[config.mk]
export PLATFORM = sky130hd
export DESIGN_NAME = multicycle_ctrl
export DESIGN_NICKNAME = d
export VERILOG_FILES = /design/src/rtl/multicycle_ctrl.sv
export SDC_FILE = /design/constraint.sdc
export NUM_CORES = 1
export LEC_CHECK = 0
export CORE_AREA = 2 2 78 80
export CTS_CLUSTER_SIZE = 8
export DETAILED_ROUTE_END_ITERATION = 8
export DIE_AREA = 0 0 80 82
export GPL_TIMING_DRIVEN = 1
export PLACE_DENSITY_LB_ADDON = 0.25
export REMOVE_ABC_BUFFERS = 1
export SLEW_MARGIN = 20
export SYNTH_ARGS = -nofsm -noshare
export SYNTH_HDL_FRONTEND = slang
export SYNTH_SLANG_ARGS = --single-unit
[constraint.sdc]
create_clock -name clk -period 3.7 [get_ports clk]
set_input_delay 0.74 -clock clk [delete_from_list [all_inputs] [get_ports clk]]
set_output_delay 0.74 -clock clk [all_outputs]
set_load 0.01 [all_outputs]
[src/rtl/multicycle_ctrl.sv]
// ---------------------------------------------------------------------------
// multicycle_ctrl
//
// Multi-cycle sequencer for an R/I-type RISC-V datapath. Every instruction is
// stepped through FETCH -> DECODE -> EXEC -> (MEM) -> WB. The controller
// drives all datapath enables and mux selects. It handshakes with variable
// latency instruction/data memories, counts retired instructions, and halts
// on an unsupported opcode.
//
// Optional feature macro:
//   STORE_SUPPORT_EN - when defined, opcode 0100011 (STORE) is legal and runs
//                      EXEC -> MEM (dmem_we=1) -> WB (pc_en only).
//                      When undefined, STORE is illegal and dmem_we is tied 0.
//
// Parameters:
//   CNT_W      width of the retired-instruction counter (wraps silently)
//
// Ports:
//   clk         in   system clock, all state changes on rising edge
//   rst         in   synchronous active-high reset; every output reads 0
//                    while it is high
//   inst        in   instruction word from imem, valid when imem_ready=1
//   imem_req    out  instruction fetch request (FETCH only)
//   imem_ready  in   imem delivers inst this cycle
//   dmem_req    out  data-memory request (MEM only)
//   dmem_we     out  data-memory write strobe (STORE in MEM only)
//   dmem_ready  in   dmem access completes this cycle
//   ir_en       out  load inst into the datapath IR (FETCH && imem_ready)
//   pc_en       out  advance PC (WB)
//   reg_we      out  register-file write enable (WB, not for STORE)
//   alu_src     out  ALU operand B: 0 = rs2, 1 = immediate
//   wb_sel      out  writeback source: 0 = ALU, 1 = dmem read data
//   alu_op      out  ALU operation code, stable from EXEC through WB
//   illegal     out  sticky unsupported-opcode flag
//   retired     out  retired-instruction count
//   state_dbg   out  current state encoding
//
// Handshake rule: a request (imem_req / dmem_req) is held high for as long
// as the controller sits in the request state; the transfer completes in the
// cycle where the matching ready input is high. Ready inputs are ignored in
// every other state, and the two requests are never high together.
// ---------------------------------------------------------------------------
module multicycle_ctrl #(
  parameter int CNT_W = 32
) (
  input  logic             clk,
  input  logic             rst,
  input  logic [31:0]      inst,
  output logic             imem_req,
  input  logic             imem_ready,
  output logic             dmem_req,
  output logic             dmem_we,
  input  logic             dmem_ready,
  output logic             ir_en,
  output logic             pc_en,
  output logic             reg_we,
  output logic             alu_src,
  output logic             wb_sel,
  output logic [3:0]       alu_op,
  output logic             illegal,
  output logic [CNT_W-1:0] retired,
  output logic [2:0]       state_dbg
);

  // -------------------------------------------------------------------------
  // State encoding and opcode constants
  // -------------------------------------------------------------------------
  typedef enum logic [2:0] {
    S_FETCH  = 3'd0,
    S_DECODE = 3'd1,
    S_EXEC   = 3'd2,
    S_MEM    = 3'd3,
    S_WB     = 3'd4,
    S_HALT   = 3'd5
  } state_e;

  localparam logic [6:0] OP_R     = 7'b0110011;
  localparam logic [6:0] OP_I     = 7'b0010011;
  localparam logic [6:0] OP_LOAD  = 7'b0000011;
`ifdef STORE_SUPPORT_EN
  localparam logic [6:0] OP_STORE = 7'b0100011;
`endif

  // -------------------------------------------------------------------------
  // Registers
  // -------------------------------------------------------------------------
  state_e           state_q, state_d;
  logic [6:0]       opcode_q, opcode_d;
  logic [2:0]       funct3_q, funct3_d;
  logic             f7b5_q, f7b5_d;
  logic             illegal_q, illegal_d;
  logic [CNT_W-1:0] retired_q, retired_d;

  // Only the opcode, funct3 and funct7[5] fields steer the controller; the
  // register and immediate fields belong to the datapath.
  logic unused_inst_bits;
  assign unused_inst_bits = ^{inst[31], inst[29:15], inst[11:7]};

  // -------------------------------------------------------------------------
  // Instruction class decode from the captured opcode
  // -------------------------------------------------------------------------
  logic is_r, is_i, is_load, is_store, is_legal, needs_mem;

  assign is_r    = (opcode_q == OP_R);
  assign is_i    = (opcode_q == OP_I);
  assign is_load = (opcode_q == OP_LOAD);
`ifdef STORE_SUPPORT_EN
  assign is_store = (opcode_q == OP_STORE);
`else
  assign is_store = 1'b0;
`endif
  assign is_legal  = is_r | is_i | is_load | is_store;
  assign needs_mem = is_load | is_store;

  // ALU operation from the captured fields. funct7[5] only matters for the
  // shift-right pair among immediates (srli/srai); for every other I-type
  // op that bit is part of the immediate and must not leak into alu_op.
  // Loads (and stores) always add to form the address.
  logic [3:0] alu_op_dec;

  always_comb begin
    alu_op_dec = 4'b0000;
    if (is_r) begin
      alu_op_dec = {f7b5_q, funct3_q};
    end else if (is_i) begin
      alu_op_dec = {(funct3_q == 3'b101) ? f7b5_q : 1'b0, funct3_q};
    end
  end

  // ir_en is the only strobe that looks at an input: the IR is loaded in the
  // exact cycle imem presents a valid word.
  logic ir_load;
  assign ir_load = (state_q == S_FETCH) && imem_ready;

  // -------------------------------------------------------------------------
  // Process 1: state and datapath-tracking registers
  // -------------------------------------------------------------------------
  always_ff @(posedge clk) begin
    if (rst) begin
      state_q   <= S_FETCH;
      opcode_q  <= 7'd0;
      funct3_q  <= 3'd0;
      f7b5_q    <= 1'b0;
      illegal_q <= 1'b0;
      retired_q <= '0;
    end else begin
      state_q   <= state_d;
      opcode_q  <= opcode_d;
      funct3_q  <= funct3_d;
      f7b5_q    <= f7b5_d;
      illegal_q <= illegal_d;
      retired_q <= retired_d;
    end
  end

  // -------------------------------------------------------------------------
  // Process 2: next-state logic
  // -------------------------------------------------------------------------
  always_comb begin
    state_d   = state_q;
    opcode_d  = opcode_q;
    funct3_d  = funct3_q;
    f7b5_d    = f7b5_q;
    illegal_d = illegal_q;
    retired_d = retired_q;

    if (ir_load) begin
      opcode_d = inst[6:0];
      funct3_d = inst[14:12];
      f7b5_d   = inst[30];
    end

    unique case (state_q)
      S_FETCH: begin
        if (imem_ready) state_d = S_DECODE;
      end
      S_DECODE: begin
        if (is_legal) begin
          state_d = S_EXEC;
        end else begin
          state_d   = S_HALT;
          illegal_d = 1'b1;
        end
      end
      S_EXEC: begin
        state_d = needs_mem ? S_MEM : S_WB;
      end
      S_MEM: begin
        if (dmem_ready) state_d = S_WB;
      end
      S_WB: begin
        state_d   = S_FETCH;
        retired_d = retired_q + CNT_W'(1);
      end
      S_HALT: begin
        state_d = S_HALT;
      end
      // Encodings 6 and 7 cannot be reached; fall back to a fresh fetch.
      default: begin
        state_d = S_FETCH;
      end
    endcase
  end

  // -------------------------------------------------------------------------
  // Process 3: output decode (Moore on state + captured fields, except
  // ir_en). Everything is forced low while rst is high so the datapath sees
  // no strobe from an instruction that reset is aborting.
  // -------------------------------------------------------------------------
  logic       imem_req_c, dmem_req_c, dmem_we_c, ir_en_c, pc_en_c, reg_we_c;
  logic       alu_src_c, wb_sel_c;
  logic [3:0] alu_op_c;

  always_comb begin
    imem_req_c = 1'b0;
    dmem_req_c = 1'b0;
    dmem_we_c  = 1'b0;
    ir_en_c    = 1'b0;
    pc_en_c    = 1'b0;
    reg_we_c   = 1'b0;
    alu_src_c  = 1'b0;
    wb_sel_c   = 1'b0;
    alu_op_c   = 4'b0000;

    unique case (state_q)
      S_FETCH: begin
        imem_req_c = 1'b1;
        ir_en_c    = ir_load;
      end
      S_EXEC: begin
        alu_src_c = ~is_r;
        alu_op_c  = alu_op_dec;
      end
      S_MEM: begin
        dmem_req_c = 1'b1;
        dmem_we_c  = is_store;
        alu_src_c  = 1'b1;
        alu_op_c   = alu_op_dec;
      end
      S_WB: begin
        pc_en_c   = 1'b1;
        reg_we_c  = ~is_store;
        wb_sel_c  = is_load;
        alu_src_c = ~is_r;
        alu_op_c  = alu_op_dec;
      end
      default: begin
        // DECODE, HALT and unreachable encodings drive nothing.
      end
    endcase
  end

  assign imem_req  = imem_req_c & ~rst;
  assign dmem_req  = dmem_req_c & ~rst;
`ifdef STORE_SUPPORT_EN
  assign dmem_we   = dmem_we_c & ~rst;
`else
  logic unused_dmem_we;
  assign unused_dmem_we = dmem_we_c;
  assign dmem_we   = 1'b0;
`endif
  assign ir_en     = ir_en_c & ~rst;
  assign pc_en     = pc_en_c & ~rst;
  assign reg_we    = reg_we_c & ~rst;
  assign alu_src   = alu_src_c & ~rst;
  assign wb_sel    = wb_sel_c & ~rst;
  assign alu_op    = rst ? 4'b0000 : alu_op_c;
  assign illegal   = illegal_q & ~rst;
  assign retired   = rst ? '0 : retired_q;
  assign state_dbg = rst ? 3'd0 : state_q;

endmodule

==> results of run 1 <==
-- cell usage after synthesis (2+ instances only) --
| library cell | count | area share |
|---|---|---|
| a21oi_1 | 33 | 0.066 |
| a31oi_1 | 2 | 0.0050 |
| and2_1 | 5 | 0.013 |
| and3_1 | 2 | 0.0050 |
| and4_1 | 2 | 0.0070 |
| buf_1 | 2 | 0.0030 |
| buf_2 | 3 | 0.0060 |
| buf_4 | 2 | 0.0060 |
| clkbuf_1 | 18 | 0.027 |
| dfxtp_1 | 47 | 0.38 |
| inv_1 | 7 | 0.011 |
| mux2_1 | 2 | 0.0091 |
| nand2_1 | 35 | 0.053 |
| nand2b_1 | 2 | 0.0050 |
| nand3_1 | 10 | 0.020 |
| nand4_1 | 9 | 0.023 |
| nor2_1 | 28 | 0.042 |
| nor2b_1 | 31 | 0.078 |
| nor3_1 | 5 | 0.010 |
| nor4_1 | 5 | 0.013 |
| nor4b_1 | 4 | 0.014 |
| o21ai_0 | 9 | 0.018 |
| o31ai_1 | 10 | 0.030 |
| or3_1 | 10 | 0.025 |
| or4_1 | 13 | 0.039 |
| xnor2_1 | 8 | 0.028 |
| xor2_1 | 3 | 0.011 |
-- per-stage QoR --
stage	utilization	hold WS, ns	setup WS [ns]	total power, mW
floorplan	-	0.426	1.12	0.575
global placement	0.543	0.442	0.359	0.626
detailed placement	0.543	0.448	0.344	0.627
CTS	0.561	0.458	0.258	0.961
global route	0.561	0.471	0.0769	0.991
finish	0.561	0.460	0.300	0.949
-- worst max-delay path, stage by stage, from the launching register on --
cell	delay (ns)
dfxtp_1	0.55
nor3b_1	0.49
nor2_1	0.15
nor4b_2	0.42
o211a_1	0.23
clkdlybuf4s50_1	0.53
-- power groups by stage --
stage	logic (mW)	clock network, mW	registers, mW
finish	0.0842	0.334	0.531
global route	0.0934	0.364	0.533
CTS	0.0851	0.346	0.530
detailed placement	0.0846	0	0.542
global placement	0.0838	0	0.542
floorplan	0.0368	0	0.538
-- kinds of logic (layout without fill, tap and decap cells) --
group | after synthesis | after routing | synth area share
other cells | 1 | 1 | 0.00151
compound gates | 64 | 64 | 0.155
flops | 47 | 47 | 0.378
mux | 2 | 2 | 0.00906
buf+inv | 32 | 81 | 0.0528
simple gates | 165 | 165 | 0.360
xor+xnor | 11 | 11 | 0.0388
fa+ha+maj | 1 | 1 | 0.00503
-- metal layers --
layer | GRT usage | up-vias | part of all wire
li1 | - | 1226 | -
met2 | 0.278 | 63 | 0.47
met1 | 0.213 | 1092 | 0.47
met3 | 0.0308 | 7 | 0.043
met4 | 0.0695 | 0 | 0.015
met5 | 0 | - | 0
-- flip-flops by register name, indices dropped and copies added, names as in the netlist --
signal and flops:
funct3_q 3, f7b5_q 1, opcode_q 7, illegal_q 1, retired_q 32, state_q 3
-- how the worst min path moves through the flow --
stage / start / end / slack, ns / cells after the start
floorplan: opcode_q[1]$_SDFFE_PP0P_ / opcode_q[1]$_SDFFE_PP0P_ / 0.43 / 2
global placement: opcode_q[1]$_SDFFE_PP0P_ / opcode_q[1]$_SDFFE_PP0P_ / 0.44 / 2
detailed placement: opcode_q[1]$_SDFFE_PP0P_ / opcode_q[1]$_SDFFE_PP0P_ / 0.45 / 2
CTS: opcode_q[1]$_SDFFE_PP0P_ / opcode_q[1]$_SDFFE_PP0P_ / 0.46 / 2
global route: opcode_q[1]$_SDFFE_PP0P_ / opcode_q[1]$_SDFFE_PP0P_ / 0.47 / 2
finish: opcode_q[1]$_SDFFE_PP0P_ / opcode_q[1]$_SDFFE_PP0P_ / 0.46 / 2
-- cell type report --
class / instances / area, um^2 / area share
Tap cell: 75 / 93.8 / 0.0291
Multi-Input combinational cell: 244 / 1420 / 0.440
Inverter: 7 / 26.3 / 0.00815
Clock buffer: 8 / 100 / 0.0310
Sequential cell: 47 / 941 / 0.292
Timing Repair Buffer: 66 / 643 / 0.199
==> summary.md, run 1 <==
The flow ran to the end, and the final reports show no timing, DRC or antenna violations. The first-pass GRT wire length was 8940 um; the final layout net count was 408. The number of gates resized after CTS was 1; the pin slew with the least headroom to its limit was 0.622 ns. In this run the worst path has a maximum fanout of 13.

The average wire per standard cell was 12.1 um. Once detailed placement completed, the half-perimeter wirelength came to 3720 um. CTS built an H-tree with a depth of 2. The tools report the initial antenna violation count as 0.

The initialized floorplan defines 28 standard-cell rows. The tools report the clock sink count as 47. The share of power burned in registers was 0.559. Die area: 6560 um^2. In this run, placement finished with an instance count of 439.

The number of standard cells in the final layout excluding fillers came out at 447. The tree is rooted in a clkbuf_8. After floorplanning, the core was sized to cover 5750 um^2.

The number of cells on the worst reg-to-reg path is 5. The critical path ends at alu_op[3]. Derived from the worst setup path, the maximum achievable clock frequency is 294 MHz.

The fraction of layout cells with a size suffix above 1 was 0.0430. Yosys mapped a number of flops with a built-in enable equal to 0. The count of buffers inserted at the top-level ports works out to 61. For this block, the initial DRC count from the detailed router was 114. The post-route minimum period was 3.40 ns; the remaining global-route overflow was 0. Routability-driven placement finished with a final weighted congestion of 0.876. The logs give 0.378 for the sequential element share of the synthesized area and 323 for the instance count of the mapped netlist. The relative contribution of the clock network to total power came out at 0.352. After detailed routing, the number of remaining DRC violations is 0. The logs give 0 for the total of max-cap violations and 2105 for the number of global-route vias before repair.

The run gives 0 as the number of warnings issued by yosys. The summed negative setup slack over all endpoints was 0 ns; the clock edge transition at the registers on the reported setup and hold paths was 0.08 ns. The floorplan die width was 80 um; the combined global-route utilization of all metal layers was 0.167. The synthesized area per cell is 7.70 um^2, and the remaining antenna violation count after routing is 0. For the data arrival at the endpoint of the critical path, the log shows 2.66 ns. For the number of ports placed on the die boundary, the log shows 84. The logs give 0.089 for the combinational cell fraction of total power and 0 for the total setup violations reported at the end of the flow. STA classifies the critical path startpoint as a register.

The logs give 0.433 for the initial core utilization and 0 for the number of setup buffers added after CTS. The clock passes through at most 2 buffers. The share of synthesized flip-flops with an asynchronous set or reset was 0.

By startpoint and endpoint, the worst setup path is classified as reg2out. After detailed routing, the number of vias per cell comes to 5.34. The endpoint of the worst register-to-register path is retired_q[21]$_SDFFE_PP0N_. TritonCTS built the clock tree. The max-slew violation count was 0. For this design, the CTS-stage hold fixing added 0 buffers. The run gives 0.92 ns as the setup slack on the worst flop-to-flop path. In this run, CTS created clock tree buffers numbering 5. For this run, the leading register cell type out of synthesis is dfxtp_1.

The layout overhead on the synthesized area works out to 29.7%. Path type of the worst min-delay path: reg2reg. First element of the critical path: state_q[2]$_SDFFE_PP0P_. The startpoint of the most critical register-to-register path was state_q[2]$_SDFFE_PP0P_.

The library cell used most frequently in the layout, excluding fill and tap cells, is clkdlybuf4s50_1. The register bit total from synthesis is 47, and the floorplan die height is 82 um. After routing the design area is 3220 um^2.

The internal power contribution is 0.728 mW, and the count of endpoints failing hold in the final timing report is 0. The fraction of power spent switching nets came out at 0.232. For the number of iterations in the first detailed-routing pass, the log shows 5. The tools report the post-synth design cell area as 2490 um^2. STA puts the critical path data required time at 2.96 ns. The worst setup path is captured at an output port. Setup repair after global routing left no endpoint under its margin. The clock latency reported for the late side of the worst-skew pair was 0.30 ns; the total detailed-routing wirelength was 5410 um. The number of antenna diodes in the final layout is 0. The maximum number of pins on one net before global-route repair was 50; the power density over cell area was 294 nW/um^2. The net switching component of the power was 0.220 mW.

The run gives 2388 as the number of vias in the routed layout. The top cell types in the final layout, fill and taps aside, are clkdlybuf4s50_1, dfxtp_1, nand2_1. The analysis attributes to cell leakage a power of 1.03 nW.

On the final layout, the worst clock skew is 0.00550 ns. The layout has 548 filler cells. The period utilization was 0.919; the post-detailed-placement cell area was 3120 um^2.

The headroom to the max-slew limit is 0.586. The number of different library cells in the post-synthesis netlist was 43. The peak supply drop came out at 0.210 mV.
(Power assumes the default switching activity.)
==> run 2, diff against run 1 <==
--- a/config.mk
+++ b/config.mk
@@ -5,12 +5,12 @@
 export SDC_FILE = /design/constraint.sdc
 export NUM_CORES = 1
 export LEC_CHECK = 0
-export CORE_AREA = 2 2 78 80
+export CORE_AREA = 4 4 80 82
 export CTS_CLUSTER_SIZE = 8
 export DETAILED_ROUTE_END_ITERATION = 8
-export DIE_AREA = 0 0 80 82
+export DIE_AREA = 0 0 84 86
 export GPL_TIMING_DRIVEN = 1
-export PLACE_DENSITY_LB_ADDON = 0.25
+export PLACE_DENSITY = 0.88
 export REMOVE_ABC_BUFFERS = 1
 export SLEW_MARGIN = 20
 export SYNTH_ARGS = -nofsm -noshare
==> run 2 against run 1 <==
- power decreased by 3.1%
- routed wire length grew 2.1%
- sequential cell count is the same
- first-iteration DRC count rose by 1.8%
- register-to-register slack about the same
- largest cell class unchanged
- critical endpoint unchanged
- via count is 1.1% lower
- non-clock buffer count fell by 1
- sequential power is essentially flat
==> summary.md, run 2 (synthesis gave the netlist of run 1 again) <==
Type of element launching the critical path: a register. The count of buffers inserted at the top-level ports came out at 61. Global-route layer with the greatest usage: met2.

The tools report the relative contribution of the clock network to total power as 0.332. The register with the most flip-flops in the layout has 32 of them. The post-route minimum period came out at 3.38 ns. The min-delay analysis places its worst path in the category reg2reg. The largest registers in the layout are retired_q: 32 flops, opcode_q: 7 flops. The share of power burned in registers is 0.577. Power comes to 0.919 mW.

The logs give 0.29 ns for the clock latency reported for the late side of the worst-skew pair and 2.96 ns for the required time reported for the critical path endpoint. The number of gates resized after CTS was 0. The die is 86 um tall.

The logic depth of the worst register-to-register path is 5. The clock edge transition at the registers on the reported setup and hold paths was 0.08 ns; the number of vias in the routed layout was 2362. Total of max-cap violations: 0. The worst setup path is captured at an output port. The floorplan die width came out at 84 um.

The number of levels in the clock H-tree came out at 2. The met2 global-route usage was 0.269. In the layout the commonest cells are clkdlybuf4s50_1, dfxtp_1, nand2_1. The detailed router finished its first iteration with 116 violations.

The instance count along the most critical hold path is 2. The fraction of power spent switching nets is 0.234, and the count of endpoints failing hold in the final timing report is 0. The stage delay of the slowest cell on the critical path was 0.56 ns; the diode insertion count for antenna repair was 0. After global routing the overflow that remains totals 0. The start-to-end type of the worst setup path was reg2out. The first-pass GRT wire length is 9320 um, and the number of iterations in the first detailed-routing pass is 4.

Using the TritonRoute via totals, the vias-per-cell ratio works out to 5.31. For the final routed database, the setup TNS stands at 0 ns. Layout overhead on the synthesized area: 28.9%. More flip-flops sit in one register than any other, and that register is retired_q.

Hold is met by 0.462 ns. The tree is rooted in a clkbuf_8. The clock passes through at most 2 buffers.

In this run the cell area measured after placement is 3120 um^2. The highest attainable clock frequency is 296 MHz, and the setup slack after placement is 0.581 ns. The initial antenna violation count is 0, and the number of setup buffers added after CTS is 0. Slowest stage cell on the critical path: dfxtp_1. The placement row count was 28.

Data on the critical path arrives at its endpoint at 2.64 ns. The internal portion of the total power is 0.704 mW. In this run the count of I/O pins placed on the die edge is 84.

TritonCTS built the clock tree. Maximum number of pins on one net before global-route repair: 74. Of all nets on the critical path, the largest fanout is 13. The most common library cell in the layout ignoring fill and taps is clkdlybuf4s50_1.

The tools report the core occupancy in the finished layout as 0.558. The analysis attributes to cell leakage a power of 1.02 nW. The signal on the critical path passes through nor3b_1 > buf_4 > nor2_1 > nor4b_1 > o211a_1 > clkdlybuf4s50_1. The number of standard cells in the final layout excluding fillers was 445; the met3 demand-to-capacity share in global routing was 0.0317. The run finished with clean final reports. The clock arrives with 0.00358 ns of skew. Fill cells in the final layout number 547.

The tools report the final critical-path setup slack as 0.324 ns. The max-slew violation count was 0. The tools report the combined global-route utilization of all metal layers as 0.151. The detailed-placement wirelength estimate was 3990 um. The number of clock buffers inserted by TritonCTS came out at 5. Met1 routing resource usage after global routing: 0.186.

For this run, design rule violations remaining after detail routing come to 0. In the final design database the tool counted 407 nets. The logs give 3200 um^2 for the summed area of non-filler cells in the final layout and 47 for the clock sink count. The peak supply drop was 0.126 mV; the headroom to the max-slew limit was 0.406. Summed over all nets, the switching power comes to 0.215 mW. For the number of hold buffers added after CTS, the log shows 0.

At the pin with the least slew margin, the transition time is 0.888 ns. Summed over all layers, the routed wires come to 5520 um. Setup repair after global routing left no endpoint under its margin. The number of global-route vias before repair is 2167. Total setup violations reported at the end of the flow: 0.

Counting tap cells, the placed design contains a total of 438 instances. In the final routed layout, each cell accounts on average for 12.4 um. Die area: 7220 um^2. For the initial core utilization, the log shows 0.433. The tools report the area of the placeable core as 5750 um^2.

The remaining antenna violation count after routing is 0. The combinational cell fraction of total power came out at 0.090. The period utilization was 0.913. For this design the ratio of total power to cell area is 287 nW/um^2. The fraction of layout cells with a size suffix above 1 is 0.0405. The congestion estimate from routability-driven global placement came to 0.841.
## run 2: changes by cell type in the layout (fill, tap and decap cells not counted)
| cell | before | now |
|---|---|---|
| clkbuf_8 | 7 | 6 |
| clkbuf_1 | 1 | 0 |
| buf_4 | 5 | 4 |
| clkinv_2 | 0 | 1 |
## run 2: power by group through the flow
stage	Combinational [mW]	Clock, mW	Sequential [mW]
global placement	0.0822	0	0.542
detailed placement	0.0836	0	0.542
global route	0.0927	0.342	0.533
CTS	0.0841	0.319	0.531
floorplan	0.0368	0	0.538
finish	0.0830	0.305	0.531
## run 2: per-layer routing
layer	vias up	share of wire
li1	1230	-
met1	1076	0.46
met2	51	0.49
met3	5	0.041
met4	0	0.0098
met5	-	0
## run 2: worst max-delay path: cells and delay by family (launching register included)
family | cells | cell delay, ns
compound gates | 1 | 0.26
buf+inv | 2 | 0.69
flops | 1 | 0.56
simple gates | 3 | 0.83
## run 2: area by class of cell
class,instances,area [um^2],share of cell area
Multi-Input combinational cell,244,1420,0.443
Sequential cell,47,941,0.294
Timing Repair Buffer,65,636,0.198
Tap cell,75,93.8,0.0293
Clock buffer,6,82.6,0.0258
Inverter,7,26.3,0.00820
Clock inverter,1,5.00,0.00156
## run 2: path summary, 6_finish.rpt
path / startpoint / to / slack [ns]
max: state_q[2]$_SDFFE_PP0P_ / alu_op[3] / 0.32
max reg2reg: state_q[2]$_SDFFE_PP0P_ / retired_q[31]$_SDFFE_PP0N_ / 0.93
min reg2reg: opcode_q[3]$_SDFFE_PP0P_ / opcode_q[3]$_SDFFE_PP0P_ / 0.46
min: opcode_q[3]$_SDFFE_PP0P_ / opcode_q[3]$_SDFFE_PP0P_ / 0.46
